==> config.mk <==
export PLATFORM = sky130hd
export DESIGN_NAME = l1mmu_arbiter
export DESIGN_NICKNAME = d
export VERILOG_FILES = /design/src/rtl/mmu_pkg.sv /design/src/rtl/l1mmu_arbiter.sv
export SDC_FILE = /design/constraint.sdc
export NUM_CORES = 1
export LEC_CHECK = 0
export BUFFER_PORTS_ARGS = -buffer_cell sky130_fd_sc_hd__buf_2
export CORE_AREA = 2 2 533 535
export DETAILED_ROUTE_END_ITERATION = 8
export DIE_AREA = 0 0 535 537
export MAX_ROUTING_LAYER = met4
export PLACE_DENSITY_LB_ADDON = 0.08
export SYNTH_ARGS = -nofsm -noshare
export SYNTH_HDL_FRONTEND = slang
export SYNTH_SLANG_ARGS = --single-unit
==> constraint.sdc <==
create_clock -name sys_clk -period 1.98 [get_ports sys_clk]
set_clock_uncertainty 0.2 [all_clocks]
set_input_delay 0.396 -clock sys_clk [delete_from_list [all_inputs] [get_ports sys_clk]]
set_output_delay 0.396 -clock sys_clk [all_outputs]
set_load 0.01 [all_outputs]
==> src/rtl/mmu_pkg.sv <==
// mmu_pkg: shared encodings and default widths for the l1mmu refill/writeback port.
//   ARB_* : arbiter FSM states, OWNER_* : which cache holds the port.
package mmu_pkg;
  localparam int DEF_ADDR_W = 32;
  localparam int DEF_LINE_W = 256;
  typedef enum logic [1:0] {ARB_IDLE, ARB_GRANT_I, ARB_GRANT_D, ARB_RELEASE} arb_state_t;
  typedef enum logic {OWNER_I, OWNER_D} owner_t;
endpackage

==> src/rtl/l1mmu_arbiter.sv <==
// l1mmu_arbiter: round-robin share of the single l1mmu port between L1 I-cache and D-cache.
//   ic_read/ic_addr -> ic_done/ic_read_data                 : I-cache line reads
//   dc_read/dc_write/dc_addr/dc_write_data -> dc_done/...   : D-cache reads and writebacks
//   mmu_read/mmu_write/mmu_addr/mmu_write_data, mmu_done/mmu_read_data : l1mmu side
//   arb_busy : transaction outstanding, arb_timeout : sticky watchdog flag
module l1mmu_arbiter
  import mmu_pkg::*;
#(
  parameter int ADDR_W  = DEF_ADDR_W,
  parameter int LINE_W  = DEF_LINE_W,
  parameter int TIMEOUT = 1024
) (
  input  logic              sys_clk,
  input  logic              rst_n,
  input  logic              ic_read,
  input  logic [ADDR_W-1:0] ic_addr,
  output logic              ic_done,
  output logic [LINE_W-1:0] ic_read_data,
  input  logic              dc_read,
  input  logic              dc_write,
  input  logic [ADDR_W-1:0] dc_addr,
  input  logic [LINE_W-1:0] dc_write_data,
  output logic              dc_done,
  output logic [LINE_W-1:0] dc_read_data,
  output logic              mmu_read,
  output logic              mmu_write,
  output logic [ADDR_W-1:0] mmu_addr,
  output logic [LINE_W-1:0] mmu_write_data,
  input  logic              mmu_done,
  input  logic [LINE_W-1:0] mmu_read_data,
  output logic              arb_busy,
  output logic              arb_timeout
);
  localparam int CW = TIMEOUT > 0 ? $clog2(TIMEOUT + 1) : 1;
  arb_state_t        state;
  owner_t            last_owner;
  logic [ADDR_W-1:0] lat_addr;
  logic [LINE_W-1:0] lat_data;
  logic              lat_write;
  logic [CW-1:0]     wd_cnt;
  logic              req_d, pick_d, granted;
  assign req_d   = dc_read | dc_write;
  // D wins when it is alone, or on a tie when I held the port last
  assign pick_d  = req_d & (~ic_read | last_owner == OWNER_I);
  assign granted = state == ARB_GRANT_I || state == ARB_GRANT_D;
  // l1mmu sees only latched values, so its inputs cannot move mid-transaction
  assign mmu_read       = granted & ~lat_write;
  assign mmu_write      = granted & lat_write;
  assign mmu_addr       = lat_addr;
  assign mmu_write_data = lat_data;
  assign ic_done        = state == ARB_GRANT_I && mmu_done;
  assign dc_done        = state == ARB_GRANT_D && mmu_done;
  assign ic_read_data   = mmu_read_data;
  assign dc_read_data   = mmu_read_data;
  assign arb_busy       = granted;
  always_ff @(posedge sys_clk or negedge rst_n)
    if (!rst_n) begin
      state       <= ARB_IDLE;
      last_owner  <= OWNER_D;
      lat_addr    <= '0;
      lat_data    <= '0;
      lat_write   <= 1'b0;
      wd_cnt      <= '0;
      arb_timeout <= 1'b0;
    end else begin
      case (state)
        ARB_IDLE:
          if (ic_read | req_d) begin
            state      <= pick_d ? ARB_GRANT_D : ARB_GRANT_I;
            last_owner <= pick_d ? OWNER_D : OWNER_I;
            lat_addr   <= pick_d ? dc_addr : ic_addr;
            lat_data   <= pick_d ? dc_write_data : '0;
            lat_write  <= pick_d & dc_write;
            wd_cnt     <= '0;
          end
        ARB_GRANT_I, ARB_GRANT_D: begin
          if (mmu_done) state <= ARB_RELEASE;
          // saturating count; the flag rises on the edge the count reaches TIMEOUT
          if (wd_cnt != CW'(TIMEOUT)) wd_cnt <= wd_cnt + CW'(1);
          if (TIMEOUT != 0 && wd_cnt == CW'(TIMEOUT - 1)) arb_timeout <= 1'b1;
        end
        default: state <= ARB_IDLE;
      endcase
    end
endmodule

# Yosys cells after proc, flatten, opt, wreduce, memory -nomap -nowiden
# Index checks and enable logic that the tools add are counted.
# classes
addsub	1
multipliers	0
div_mod_pow	0
magnitude_cmp	0
eq_ne	7
shift	0
muxes	10
bitwise	10
n_reduce_logical	10
# op_table
operator	n
256-bit two-way mux	1
32-bit two-way mux	1
11-bit two-way mux	2
11-bit case mux with 2 select lines	1
11-bit by 1-bit adder with 11-bit output (second input constant)	1
11-bit by 10-bit equality test with 1-bit output (second input constant)	1
11-bit != test (second input constant)	1
2-bit two-way mux	3
2-bit != test (second input constant)	3
2-bit AND reduction	3
1-bit AND	4
2-bit case mux with 2 select lines	1
1-bit inverter	3
1-bit OR	3
3-bit AND reduction	1
2-bit by 1-bit equality test with 1-bit output (second input constant)	1
2-bit equality test (second input constant)	1
1-bit logical AND	2
2-bit logical NOT	1
2-bit nonzero test	1
2-bit OR reduction	1
1-bit logical OR	1
1-bit two-way mux	1
# word_totals
register_bits	304
latch_bits	0
mem_bits_rw	0
romBits	0
in_bits	582
output_inout_bits	806
wordCells	45
mem_count	0

# Depth between registers and ports, before layout
# depth
word_depth	6
ltp_mapped	7
depth_no_buf	6

# Least setup slack after synthesis
# Ideal clock, no wire load.
# synth_timing
path_type	register to register
start	register state[0]
end	register wd_cnt[10]
arrival_ps	1678
slack_ps	-24
path_stages_with_launch	8
path_buffers	1
path_cell_list	dfrtp_1 > inv_1 > ha_1 > buf_2 > and4b_1 > nand3_1 > nand2_2 > a221o_1
# synth_via
elab_chain_len	4
elab_cells_between_ends	9
# synth_lines
item	line	rtl
start, declared	l1mmu_arbiter.sv:35	arb_state_t state;
start signal, assigned	l1mmu_arbiter.sv:69	state <= pick_d ? ARB_GRANT_D : ARB_GRANT_I;
2-bit by 1-bit equality test with 1-bit output / 2-bit equality test (equally long branches)	l1mmu_arbiter.sv:66	case (state)
2-bit OR reduction	l1mmu_arbiter.sv:66	
2-bit != test (no source line) / 2-bit nonzero test (equally long branches)	n/a	
3-bit AND reduction (no source line)	n/a	
end signal, assigned	l1mmu_arbiter.sv:79	if (wd_cnt != CW'(TIMEOUT)) wd_cnt <= wd_cnt + CW'(1);
end, declared	l1mmu_arbiter.sv:40	logic [CW-1:0] wd_cnt;
# Several ways; a longest one is shown, not always the timed one.
# A chain may end at the register's enable or synchronous reset.

# Final worst setup path
# layout_timing
start	register state[0]
end	output port mmu_write
# layout_via
elab_chain_len	3
elab_cells_between_ends	4
# layout_lines
item	line	rtl
2-bit by 1-bit equality test with 1-bit output / 2-bit equality test (equally long branches)	l1mmu_arbiter.sv:45	assign granted = state == ARB_GRANT_I || state == ARB_GRANT_D;
1-bit logical OR *	l1mmu_arbiter.sv:45	
1-bit AND *	l1mmu_arbiter.sv:48	assign mmu_write = granted & lat_write;
end, declared	l1mmu_arbiter.sv:26	output logic mmu_write,
# Every way passes the cells marked *; elsewhere a longest branch is shown, timed or not.

==> flow_summary.yaml <==
sta:
  slew_headroom_pct: 68.0
  setup-tns-final_ns: -1.59
  report.final.slew_viol_count: 0
  tightestPinTransition_ns: 0.480
  maxClockFrequency_mhz: 424
  final_hold_viol_count: 0
  worst_hold_slack_ns: 0.194
  finalSetupViolCount: 9
  timing.final.ws_setup_ns: -0.376
  setup_repair_after_global_routing_missed_its_margin: "yes"
  fin_crit_sh_pct: 119
  fin_crit_ns: 2.36
place:
  globalplace.congestion: 0.730
  numPlacedInstances: 5197
  post-dp-hpwl_microns: 66200
  place_area_sq_um: 19800
  port_buffers: 619
grt:
  number_of_global_route_vias_before_repair: 13356
  grt_antenna_before_repair: 11
  pin_count_of_the_biggest_net_entering_global_routing: 72
  grt_remaining_overflow: 0
  grt_use_total_pct: 5.93
  grt_first_pass_wirelength_microns: 114000
synth:
  syn-cell-area_sq_um: 15300
  yosysSeqAreaShare_pct: 49.8
  synth-edff-count: 0
  synthCells: 1330
  ys_ff_latch: 304
  postSynthAreaPerCell_sq_um: 11.5
  synth-warning-count: 0
  async_flop_share_pct: 100
  synth_cell_type_count: 42
  dominantRegCellSynth: "dfrtp_1"
  syn_nets: 1918
clock_tree:
  cts.sinks: 304
  ctsLongestPathBuffers: 3
  clk_latency_ns: 0.67
  cts-buffers-inserted: 50
  cts_htree_levels: 2
  clk_root_buffer_cell: "clkbuf_16"
  tritoncts: "built"
  cts.clk_slew.worst_paths_ns: 0.06
pwr:
  ir_drop_mv: 0.668
  power_density_nw_per_um2: 1400
  power_leakage_nw: 11.0
detailed_routing:
  drt_iter0_markers: 460
  post_drt_via_cell_ratio: 2.11
  detail_route.drc_violations: 0
  antenna_left: 0
  route.vias.total: 11878
  postRouteWirelength_microns: 86100
  met1Wirelength_microns: 31200
  highest-signal-layer: "met4"
  met3_wire_length_microns: 9240
  drt-wirelength-per-cell_microns: 15.3
  detailedRoute.firstPassIterationCount: 4
  met2RoutedLength_microns: 41900
cells_and_area:
  fin_nets: 2441
  finish.utilization_pct: 9.05
  commonest_non_fill_non_tap_cells_in_the_layout: "buf_2 (599), dlygate4sd3_1 (324), dfrtp_1 (297), a22o_1 (256), buf_4 (72)"
  area_growth_pct: 66.8
  filler_cell_count: 32630
  layout.cells.most_common: "buf_2"
  drive_gt1_share_pct: 44.2
  final_cell_count_no_fill: 5642
  layout.cell_area.non_filler_sq_um: 25500
setup_path:
  crit-reg2reg-launch: "last_owner$_DFFE_PN1P_"
  cp_data_required_time_ns: 1.38
  worst_setup_path_end_kind: "output port"
  criticalPathCategory: "reg2out"
  reg2reg_slack_ns: -0.01
  critical_path.startpoint_type: "flip-flop"
  worstSetupEndpoint: "mmu_write"
  reg2reg_to: "mmu_write_data[126]$_DFFE_PN0P_"
  worstSetupStartpoint: "state[0]$_DFFE_PN0P_"
  worst-path-max-fanout: 4
  worst_ep_arrival_time_ns: 1.76
  r2r.worst_path.cells: 7
die:
  placeable_core_area_sq_um: 281000
  initial_core_util_pct: 5.43
  floorplan.die.height_microns: 537
  io-pin-count: 1388
  design.die.area_sq_um: 287000
  fp-row-count: 195
  fp.dieW_microns: 535
min_path:
  min_path_type: "in2async"
status:
  violated_checks: "negative setup slack"
  run_status: "finished with violations"
job:
  max_cap_violations: 0
[power by group]
group | switching (mW) | total (mW) | internal [mW]
Clock | 3.77 | 9.55 | 5.79
Sequential | 1.59 | 10.5 | 8.86
Combinational | 8.46 | 15.7 | 7.25
Total | 13.8 | 35.7 | 21.9
[cells by family after synthesis]
logic type | after synthesis | synth area share [%]
AO/OA/AOI/OAI | 316 | 17.2
adder cells (fa/ha/maj) | 6 | 0.492
AND/OR/NAND/NOR | 76 | 2.44
multiplexers | 34 | 2.23
flip-flops | 304 | 49.8
buffers and inverters | 594 | 27.7
[per-layer routing]
layer | up-vias | track usage (%)
li1 | 5187 | -
met1 | 5735 | 5.89
met2 | 743 | 9.89
met3 | 213 | 2.70
met4 | 0 | 2.77
met5 | - | -
[area by class of cell]
cell class / instances / area [sq um] / area share, %
multi-input cells: 432 / 3510 / 13.8
clock inverters: 14 / 226 / 0.890
inverters: 12 / 47.5 / 0.187
repair buffers: 1053 / 7830 / 30.8
well taps: 3743 / 4680 / 18.4
flip-flops and latches: 304 / 7620 / 29.9
clock buffers: 79 / 1520 / 5.98
diodes: 5 / 12.5 / 0.0492
[cells in the mapped netlist, drive strengths merged (2+ instances only)]
cell,number,area (sq um)
nor3,3,15.0
and3,3,18.8
a21oi,6,33.8
a22o,256,2240
o211ai,2,15.0
o21ai,36,180
inv,12,45.0
clkbuf,7,27.5
ha,6,75.1
nor4,2,18.8
and2,3,18.8
o31ai,3,36.3
nor2,4,22.5
o41ai,2,17.5
mux2i,34,340
dfrtp,303,7580
a21o,3,22.5
nand3,10,50.1
o22ai,2,12.5
buf,575,4160
nand2,43,164
or4,2,15.0
or3,3,18.8
[stage by stage]
stage	power, mW	setup slack (ns)
2_1_floorplan	17.8	0.0213
3_3_place_gp	24.9	-0.0686
3_5_place_dp	24.8	-0.0414
4_1_cts	36.9	-0.508
5_1_grt	38.4	-0.501
6_report	35.7	-0.376
[how the worst min path moves through the flow]
stage	endpoint	slack, ns	cells after the start
floorplan	arb_timeout$_DFFE_PN0P_	-0.1	0
global placement	mmu_addr[20]$_DFFE_PN0P_	0.12	1
detailed placement	mmu_addr[20]$_DFFE_PN0P_	0.13	1
CTS	wd_cnt[10]$_DFFE_PN0P_	0.02	4
global route	mmu_addr[20]$_DFFE_PN0P_	0.16	3
finish	mmu_addr[20]$_DFFE_PN0P_	0.19	3
[repair_timing]
action,in CTS,in global routing
gates resized for setup,68,16
pin swaps,5,14
endpoints found under the setup margin,163,116
buffers inserted,15,3
gates cloned,6,2
hold buffers,325,0
endpoints found under the hold margin,595,0
[registers in the layout (all words and copies together) (netlist names)]
name / flops
arb_timeout: 1
last_owner: 1
lat_write: 1
mmu_addr: 32
mmu_write_data: 256
state: 2
wd_cnt: 11
[worst max-delay path: stages, from the launching register on]
cell,delay [ns]
dfrtp_1,0.37
inv_2,0.07
ha_4,0.30
buf_6,0.10
and2_4,0.13
buf_6,0.11
Note: power is estimated with default switching activity, not from simulation.
